**config.mk**
```make
export PLATFORM = sky130hd
export DESIGN_NAME = sram_arbiter
export DESIGN_NICKNAME = d
export VERILOG_FILES = /design/src/rtl/sram_arbiter.sv
export SDC_FILE = /design/constraint.sdc
export NUM_CORES = 1
export LEC_CHECK = 0
export BUFFER_PORTS_ARGS = -buffer_cell sky130_fd_sc_hd__buf_2
export CORE_UTILIZATION = 54
export CTS_BUF_LIST = sky130_fd_sc_hd__clkbuf_8
export CTS_CLUSTER_SIZE = 24
export DETAILED_ROUTE_END_ITERATION = 16
export GPL_TIMING_DRIVEN = 0
export HOLD_SLACK_MARGIN = 0.06
export MAX_ROUTING_LAYER = met4
export PLACE_DENSITY = 0.82
export SETUP_SLACK_MARGIN = 0.2
export SYNTH_ARGS = -nofsm -noshare
export SYNTH_HDL_FRONTEND = slang
export SYNTH_SLANG_ARGS = --single-unit
```
**constraint.sdc**
```tcl
create_clock -name clk -period 2.5 [get_ports clk]
set_clock_uncertainty 0.2 [all_clocks]
set_input_delay 0.125 -clock clk [delete_from_list [all_inputs] [get_ports clk]]
set_output_delay 0.125 -clock clk [all_outputs]
set_load 0.01 [all_outputs]
```
**src/rtl/sram_arbiter.sv**
```systemverilog
// sram_arbiter: shares the single SRAM controller port between display reads,
// game-logic writes and a full-screen clear engine.
//
// Ports:
//   clk, rst_n                    clock, synchronous active-low reset
//   disp_req/x/y -> disp_ack      display read request; ack pulses when captured
//   disp_valid, disp_data         read data return (1-cycle valid pulse)
//   gl_req/x/y/data -> gl_ack     game-logic pixel write request
//   clr_start, clr_color          start a clear of WIDTH x HEIGHT cells
//   clr_busy, clr_done            clear in progress / finished pulse
//   mem_read, mem_write           strobes to the SRAM controller
//   mem_addr_x/y, mem_wdata       cell address and write data to the controller
//   sram_rdata                    SRAM data bus (pixel in bits [5:0])
//
// Priority in IDLE is display > game write > clear. Every access passes back
// through IDLE for one cycle, which gives the bus its turnaround cycle.
module sram_arbiter #(
  parameter int unsigned WIDTH       = 400,
  parameter int unsigned HEIGHT      = 300,
  parameter int unsigned READ_CYCLES = 2
) (
  input  logic        clk,
  input  logic        rst_n,
  input  logic        disp_req,
  input  logic [8:0]  disp_x,
  input  logic [8:0]  disp_y,
  output logic        disp_ack,
  output logic        disp_valid,
  output logic [5:0]  disp_data,
  input  logic        gl_req,
  input  logic [8:0]  gl_x,
  input  logic [8:0]  gl_y,
  input  logic [5:0]  gl_data,
  output logic        gl_ack,
  input  logic        clr_start,
  input  logic [5:0]  clr_color,
  output logic        clr_busy,
  output logic        clr_done,
  output logic        mem_read,
  output logic        mem_write,
  output logic [8:0]  mem_addr_x,
  output logic [8:0]  mem_addr_y,
  output logic [15:0] mem_wdata,
  input  logic [15:0] sram_rdata
);

  localparam logic [9:0] WLim   = 10'(WIDTH);
  localparam logic [9:0] HLim   = 10'(HEIGHT);
  localparam logic [8:0] XLast  = 9'(WIDTH - 1);
  localparam logic [8:0] YLast  = 9'(HEIGHT - 1);
  localparam logic [7:0] RdLast = 8'(READ_CYCLES - 1);

  typedef enum logic [2:0] {StIdle, StRd, StWrSetup, StWrPulse, StWrHold} state_e;

  state_e      state_q;
  logic [7:0]  rd_cnt_q;
  logic        rd_skip_q;   // out-of-range read: no strobe, return zero
  logic        acc_clr_q;   // current write belongs to the clear engine
  logic [8:0]  clr_x_q;
  logic [8:0]  clr_y_q;
  logic [5:0]  clr_color_q;

  logic disp_oor;
  logic gl_oor;
  logic clr_last;
  logic unused_rdata;

  always_comb begin
    disp_oor = ({1'b0, disp_x} >= WLim) || ({1'b0, disp_y} >= HLim);
    gl_oor   = ({1'b0, gl_x} >= WLim) || ({1'b0, gl_y} >= HLim);
    clr_last = (clr_x_q == XLast) && (clr_y_q == YLast);
  end

  assign unused_rdata = ^sram_rdata[15:6];

  always_ff @(posedge clk) begin
    if (!rst_n) begin
      state_q     <= StIdle;
      rd_cnt_q    <= '0;
      rd_skip_q   <= 1'b0;
      acc_clr_q   <= 1'b0;
      clr_x_q     <= '0;
      clr_y_q     <= '0;
      clr_color_q <= '0;
      disp_ack    <= 1'b0;
      disp_valid  <= 1'b0;
      disp_data   <= '0;
      gl_ack      <= 1'b0;
      clr_busy    <= 1'b0;
      clr_done    <= 1'b0;
      mem_read    <= 1'b0;
      mem_write   <= 1'b0;
      mem_addr_x  <= '0;
      mem_addr_y  <= '0;
      mem_wdata   <= '0;
    end else begin
      disp_ack   <= 1'b0;
      gl_ack     <= 1'b0;
      disp_valid <= 1'b0;
      clr_done   <= 1'b0;

      if (clr_start && !clr_busy) begin
        clr_busy    <= 1'b1;
        clr_color_q <= clr_color;
        clr_x_q     <= '0;
        clr_y_q     <= '0;
      end

      unique case (state_q)
        StIdle: begin
          if (disp_req) begin
            mem_addr_x <= disp_x;
            mem_addr_y <= disp_y;
            disp_ack   <= 1'b1;
            rd_cnt_q   <= '0;
            rd_skip_q  <= disp_oor;
            mem_read   <= !disp_oor;
            state_q    <= StRd;
          end else if (gl_req) begin
            mem_addr_x <= gl_x;
            mem_addr_y <= gl_y;
            mem_wdata  <= {10'b0, gl_data};
            gl_ack     <= 1'b1;
            acc_clr_q  <= 1'b0;
            // Out-of-range writes are acked but skip straight to the hold slot.
            state_q    <= gl_oor ? StWrHold : StWrSetup;
          end else if (clr_busy) begin
            mem_addr_x <= clr_x_q;
            mem_addr_y <= clr_y_q;
            mem_wdata  <= {10'b0, clr_color_q};
            acc_clr_q  <= 1'b1;
            state_q    <= StWrSetup;
          end
        end
        StRd: begin
          if (rd_skip_q || (rd_cnt_q == RdLast)) begin
            mem_read   <= 1'b0;
            disp_valid <= 1'b1;
            disp_data  <= rd_skip_q ? 6'd0 : sram_rdata[5:0];
            rd_skip_q  <= 1'b0;
            state_q    <= StIdle;
          end else begin
            rd_cnt_q <= rd_cnt_q + 8'd1;
          end
        end
        StWrSetup: begin
          mem_write <= 1'b1;
          state_q   <= StWrPulse;
        end
        StWrPulse: begin
          mem_write <= 1'b0;
          state_q   <= StWrHold;
        end
        StWrHold: begin
          state_q <= StIdle;
          if (acc_clr_q) begin
            acc_clr_q <= 1'b0;
            // Counters advance on completion, so busy drops before the next IDLE.
            if (clr_last) begin
              clr_busy <= 1'b0;
              clr_done <= 1'b1;
            end else if (clr_x_q == XLast) begin
              clr_x_q <= '0;
              clr_y_q <= clr_y_q + 9'd1;
            end else begin
              clr_x_q <= clr_x_q + 9'd1;
            end
          end
        end
        default: state_q <= StIdle;
      endcase
    end
  end

endmodule

```
Yosys cells after proc, flatten, opt, wreduce, memory -nomap -nowiden. Cells that the tools add are included.

Equal/unequal tests: 13. Add/sub/neg operators: 3. Bitwise operators: 3. Reductions and logical operators: 24. Muxes and demuxes: 46. Order comparisons: 4.

Operator list (number): two-way mux 9 bit (16); greater-or-equal comparator 9 bit, second input constant (4); two-way mux 16 bit (2); adder 9 x 1 -> 9 bit, second input constant (2); equality test 9 bit, second input constant (2); two-way mux 8 bit (2); case mux 8 bit (2 select lines) (1); two-way mux 3 bit (5); AND reduction 3 bit (5); two-way mux 1 bit (14); case mux 3 bit (4 select lines) (1); AND reduction 2 bit (5); adder 8 x 1 -> 8 bit, second input constant (1); equality test 8 x 1 -> 1 bit, second input constant (1); inequality test 2 bit, second input constant (4); case mux 1 bit (2 select lines) (4); nonzero test 2 bit (4); equality test 3 x 2 -> 1 bit, second input constant (2); two-way mux 6 bit (1); inequality test 4 bit, second input constant (1); equality test 3 x 1 -> 1 bit, second input constant (1); equality test 3 bit, second input constant (1); logical NOT 3 bit (1); logical OR 1 bit (3); other kinds (6) (10).

Word-level logic and storage cells: 111. Flip-flop bits (word level): 84. Bits of input ports: 69.

Depth between registers and ports, before layout.
Word-level depth: 7. Mapped depth: 6. Gate-level depth less buffers: 6.

Worst setup path before layout. OpenSTA, ideal clock, no wires.

Kind: reg2reg. Start point: register rd_cnt_q[0]. End point: register disp_data[0]. Stages on the path, launching flop included: 6. Buffers on the path: 0. Required time: 2.183 ns. Arrival time: 1.641 ns. Setup slack: 0.542 ns. Cells stage by stage: dfxtp_1 > ha_1 > or4b_1 > o21bai_1 > a21oi_1 > a22o_1.

Word-level cells in the longest chain between the ends: 3.

RTL lines: from (decl) (RTL line 56) `logic [7:0] rd_cnt_q;`; from (signal assigned) (RTL line 143) `rd_cnt_q <= rd_cnt_q + 8'd1;`; equality test 8 x 1 -> 1 bit (RTL line 136) `if (rd_skip_q || (rd_cnt_q == RdLast)) begin`; logical OR 1 bit (RTL line 136); AND reduction 2 bit (no line); to (signal assigned) (RTL line 139) `disp_data <= rd_skip_q ? 6'd0 : sram_rdata[5:0];`; to (decl) (RTL line 29) `output logic [5:0] disp_data,`.

No other way between the ends. A chain may end at the register's enable or synchronous reset.

Final worst setup path.
Start point: register clr_x_q[5]. End point: register clr_y_q[4].

Word-level cells in the longest chain between the ends: 5. Elaborated cells between the ends (all ways): 6. Classes of those cells: 1 x eq/ne; 4 x mux; 1 x reduce/logical.

RTL lines: from (decl) (RTL line 59) `logic [8:0] clr_x_q;`; from (signal assigned) (RTL line 166) `clr_x_q <= clr_x_q + 9'd1;`; equality test 9 bit (*) (RTL line 71, 162); two-way mux 9 bit / logical AND 1 bit (equally long branches) (RTL line 162, 71); two-way mux 9 bit (*) (RTL line 159) `if (clr_last) begin`; two-way mux 9 bit (*) (RTL line 156) `if (acc_clr_q) begin`; two-way mux 9 bit (*) (RTL line 109) `unique case (state_q)`; to (signal assigned) (RTL line 164) `clr_y_q <= clr_y_q + 9'd1;`; to (decl) (RTL line 60) `logic [8:0] clr_y_q;`.

Every way passes the cells marked *; elsewhere a longest branch is shown, timed or not.

==> results.ini <==
[job]
maxCapViolations = 0

[die]
initial_core_util = 0.568
die_w_um = 87.2
fp.dieH_um = 87.2
rows = 30
die_area_sq_mm = 0.00760
core-area_sq_mm = 0.00691
ios = 116

[final_layout]
regArea_sq_mm = 0.00148
fin_nets = 683
drive_gt1_frac = 0.252
multi_input_comb_area_sq_mm = 0.00223
n_antenna_cell = 0
area_delta_synth_final_pct = 34.7
fillCellCount = 485

[worst_setup_path]
reg2regPathDepth = 4
reg2reg_to = clr_y_q[4]$_SDFF_PN0_
r2r_slack_ps = 260
cp-end-kind = register
crit_type = reg2reg
cp-start-kind = register
crit_fanout = 8
startpoint = clr_x_q[5]$_SDFF_PN0_
worstReg2RegStart = clr_x_q[5]$_SDFF_PN0_
cp.arrival_ps = 2300
cp.required_ps = 2560

[global_routing]
grt_pass1_vias = 4157
grt-ovfl-total = 0
antenna_found_initial = 0
grt_pass1_wl_mm = 19.6
grt_util_all_layers = 0.349
grt_max_degree = 13

[drt]
first_pass_iters = 5
routed_wirelength_mm = 12.7
vias = 4242
vias_per_cell = 5.97
ant_nets = 0
post_drt_wl_per_cell_um = 17.9
drt-initial-drc-count = 246
drc_errors = 0

[pwr]
p_switching_w = 0.000863
p_seq_frac = 0.431
power_frac_comb = 0.210
power_w = 0.00301
ir_drop_mv = 0.330
p_clk_frac = 0.359
leakage_nw = 2.31
power_density_mw_per_mm2 = 569
p_sw_frac = 0.287
internal-power_w = 0.00214

[sta]
max-slew-margin-rel = 0.372
period_minus_slack_ps = 2240
finalHoldViolations = 0
fmax_mhz = 446
rsz0062_at_grt = no
finalSetupTns_ps = 0
tightest_slew_ps = 918
setup_viol = 0
finalCritPeriodShare = 0.896
slew_viol_final = 0

[yosys]
avgSynthCellArea_sq_um = 8.77
async_flop_share = 0
synth_edf_count = 0
netlist-cell-type-count = 73
synth-main-ff-cell = dfxtp_1
yosys_warnings = 0
syn_area_sq_mm = 0.00392
synth_seq_cells = 74
syn_inst = 447
ys_seq_area_frac = 0.378

[min_path]
hold-path-cell-count = 5
min_from = gl_x[2]
min_to = mem_addr_x[2]$_SDFFE_PN0P_
hp-class = in2reg

[cts]
clk_pin_slew_ps = 80
clock_sinks = 74
cts_buffers = 9
cts_buffer_depth = 2
root_buffer = clkbuf_8
htreeDepth = 3
cts_tree = yes
clk_latency_ps = 350

[placement]
dp_hpwl_mm = 7.81
gp_congestion = 1.01
io_buffers = 94

[run_status]
outcome = finished clean

## layer usage
metal  up-vias  GRT usage  wire length (um)
met5         -          -                 0
met4         0      0.185               450
met3        48     0.0673              1110
met2       276      0.588              6080
met1      1968      0.391              5040
li1       1950          -                 -
## how the worst max path moves through the flow
stage,to,slack (ps),cells past startpoint
2_1_floorplan,disp_data[0]$_SDFFE_PN0P_,540,5
3_3_place_gp,state_q[1]$_SDFFE_PN0P_,250,5
3_5_place_dp,clr_y_q[4]$_SDFF_PN0_,240,5
4_1_cts,clr_y_q[4]$_SDFF_PN0_,230,5
5_1_grt,disp_data[3]$_SDFFE_PN0P_,190,5
6_report,clr_y_q[4]$_SDFF_PN0_,260,4
## state kept, by name (all words and copies together) (netlist names)
| name | cells |
|---|---|
| clr_done | 1 |
| state_q | 3 |
| disp_valid | 1 |
| mem_read | 1 |
| clr_y_q | 9 |
| gl_ack | 1 |
| rd_cnt_q | 8 |
| clr_busy | 1 |
| clr_x_q | 9 |
| mem_addr_x | 9 |
| mem_write | 1 |
| acc_clr_q | 1 |
| mem_addr_y | 9 |
| disp_ack | 1 |
| disp_data | 6 |
| rd_skip_q | 1 |
| mem_wdata | 6 |
| clr_color_q | 6 |
## per-stage QoR
stage / worst slack (ps) / area, sq um / utilization / cells / hold WS (ps)
final: 260 / 5280 / 0.765 / 710 / 37.6
after global routing: 194 / 5280 / 0.765 / 710 / 82.3
after CTS: 225 / 5260 / 0.762 / 710 / 65.8
after detailed placement: 243 / 4540 / 0.658 / 646 / 140
after global placement: 250 / 4540 / 0.658 / 646 / 138
after floorplan: 542 / 3950 / - / 456 / 50.7
## worst max-delay path, stage by stage (launching register included)
cell and delay [ps]:
dfxtp_1 390, or4b_4 610, nor2_1 520, nand2_2 220, o221ai_1 210
## power by group through the flow
stage	sequential, W	combinational, W	clock (W)
5_1_grt	0.00130	0.000677	0.00113
6_report	0.00130	0.000632	0.00108
3_3_place_gp	0.00131	0.000510	0
2_1_floorplan	0.00133	0.000321	0
3_5_place_dp	0.00132	0.000524	0
4_1_cts	0.00129	0.000589	0.00107
## logic make-up after synthesis
logic type      Yosys count  synth area share
simple gates            170             0.229
compound gates          109             0.195
flops                    74             0.378
mux                      42             0.107
buf+inv                  42            0.0661
xor+xnor                  5            0.0112
fa+ha+maj                 4            0.0128
other cells               1          0.000957
## cell usage in the layout (no fill, tap or decap), drive strengths merged, types with 4 or more instances in the layout
master / Yosys / routed
a211oi: 8 / 8
a21oi: 19 / 19
a22o: 6 / 6
and3: 8 / 8
buf: 21 / 115
clkbuf: 16 / 27
conb: 1 / 10
dfxtp: 74 / 74
dlygate4sd3: 0 / 49
ha: 4 / 4
inv: 4 / 5
mux2i: 42 / 42
nand2: 56 / 56
nand2b: 4 / 4
nand3: 16 / 16
nand4: 5 / 5
nor2: 38 / 38
nor2b: 4 / 4
nor3: 7 / 7
nor4: 5 / 5
nor4b: 4 / 4
o2111ai: 4 / 4
o211ai: 5 / 5
o21ai: 33 / 33
o221ai: 5 / 5
or3: 5 / 5
or4b: 5 / 5
xor2: 4 / 4
## synth_stat cells (all sizes together), types with 6 or more instances
cell | number | area [sq um]
nand2 | 56 | 215
mux2i | 42 | 420
buf | 21 | 170
nor2 | 38 | 143
a211oi | 8 | 65.1
a22o | 6 | 52.6
o21ai | 33 | 173
clkbuf | 16 | 70.1
and3 | 8 | 51.3
nor3 | 7 | 40.0
nand3 | 16 | 80.1
a21oi | 19 | 95.1
dfxtp | 74 | 1480
## what timing repair did
action                                  in CTS  in global routing
gates resized for setup                      0                  4
endpoints found under the setup margin       0                 19
setup buffers                                0                  0
hold buffers                                49                  0
hold endpoints to repair                    40                  0
## layout make-up
class	count	share of cell area
tap	96	0.0227
inverter	5	0.00355
clock inverter	4	0.0140
clock buffer	11	0.0287
sequential	74	0.281
timing repair buffer	143	0.182
buffer	37	0.0455
multi-input combinational	340	0.423
Note: power is estimated with default switching activity, not from simulation.
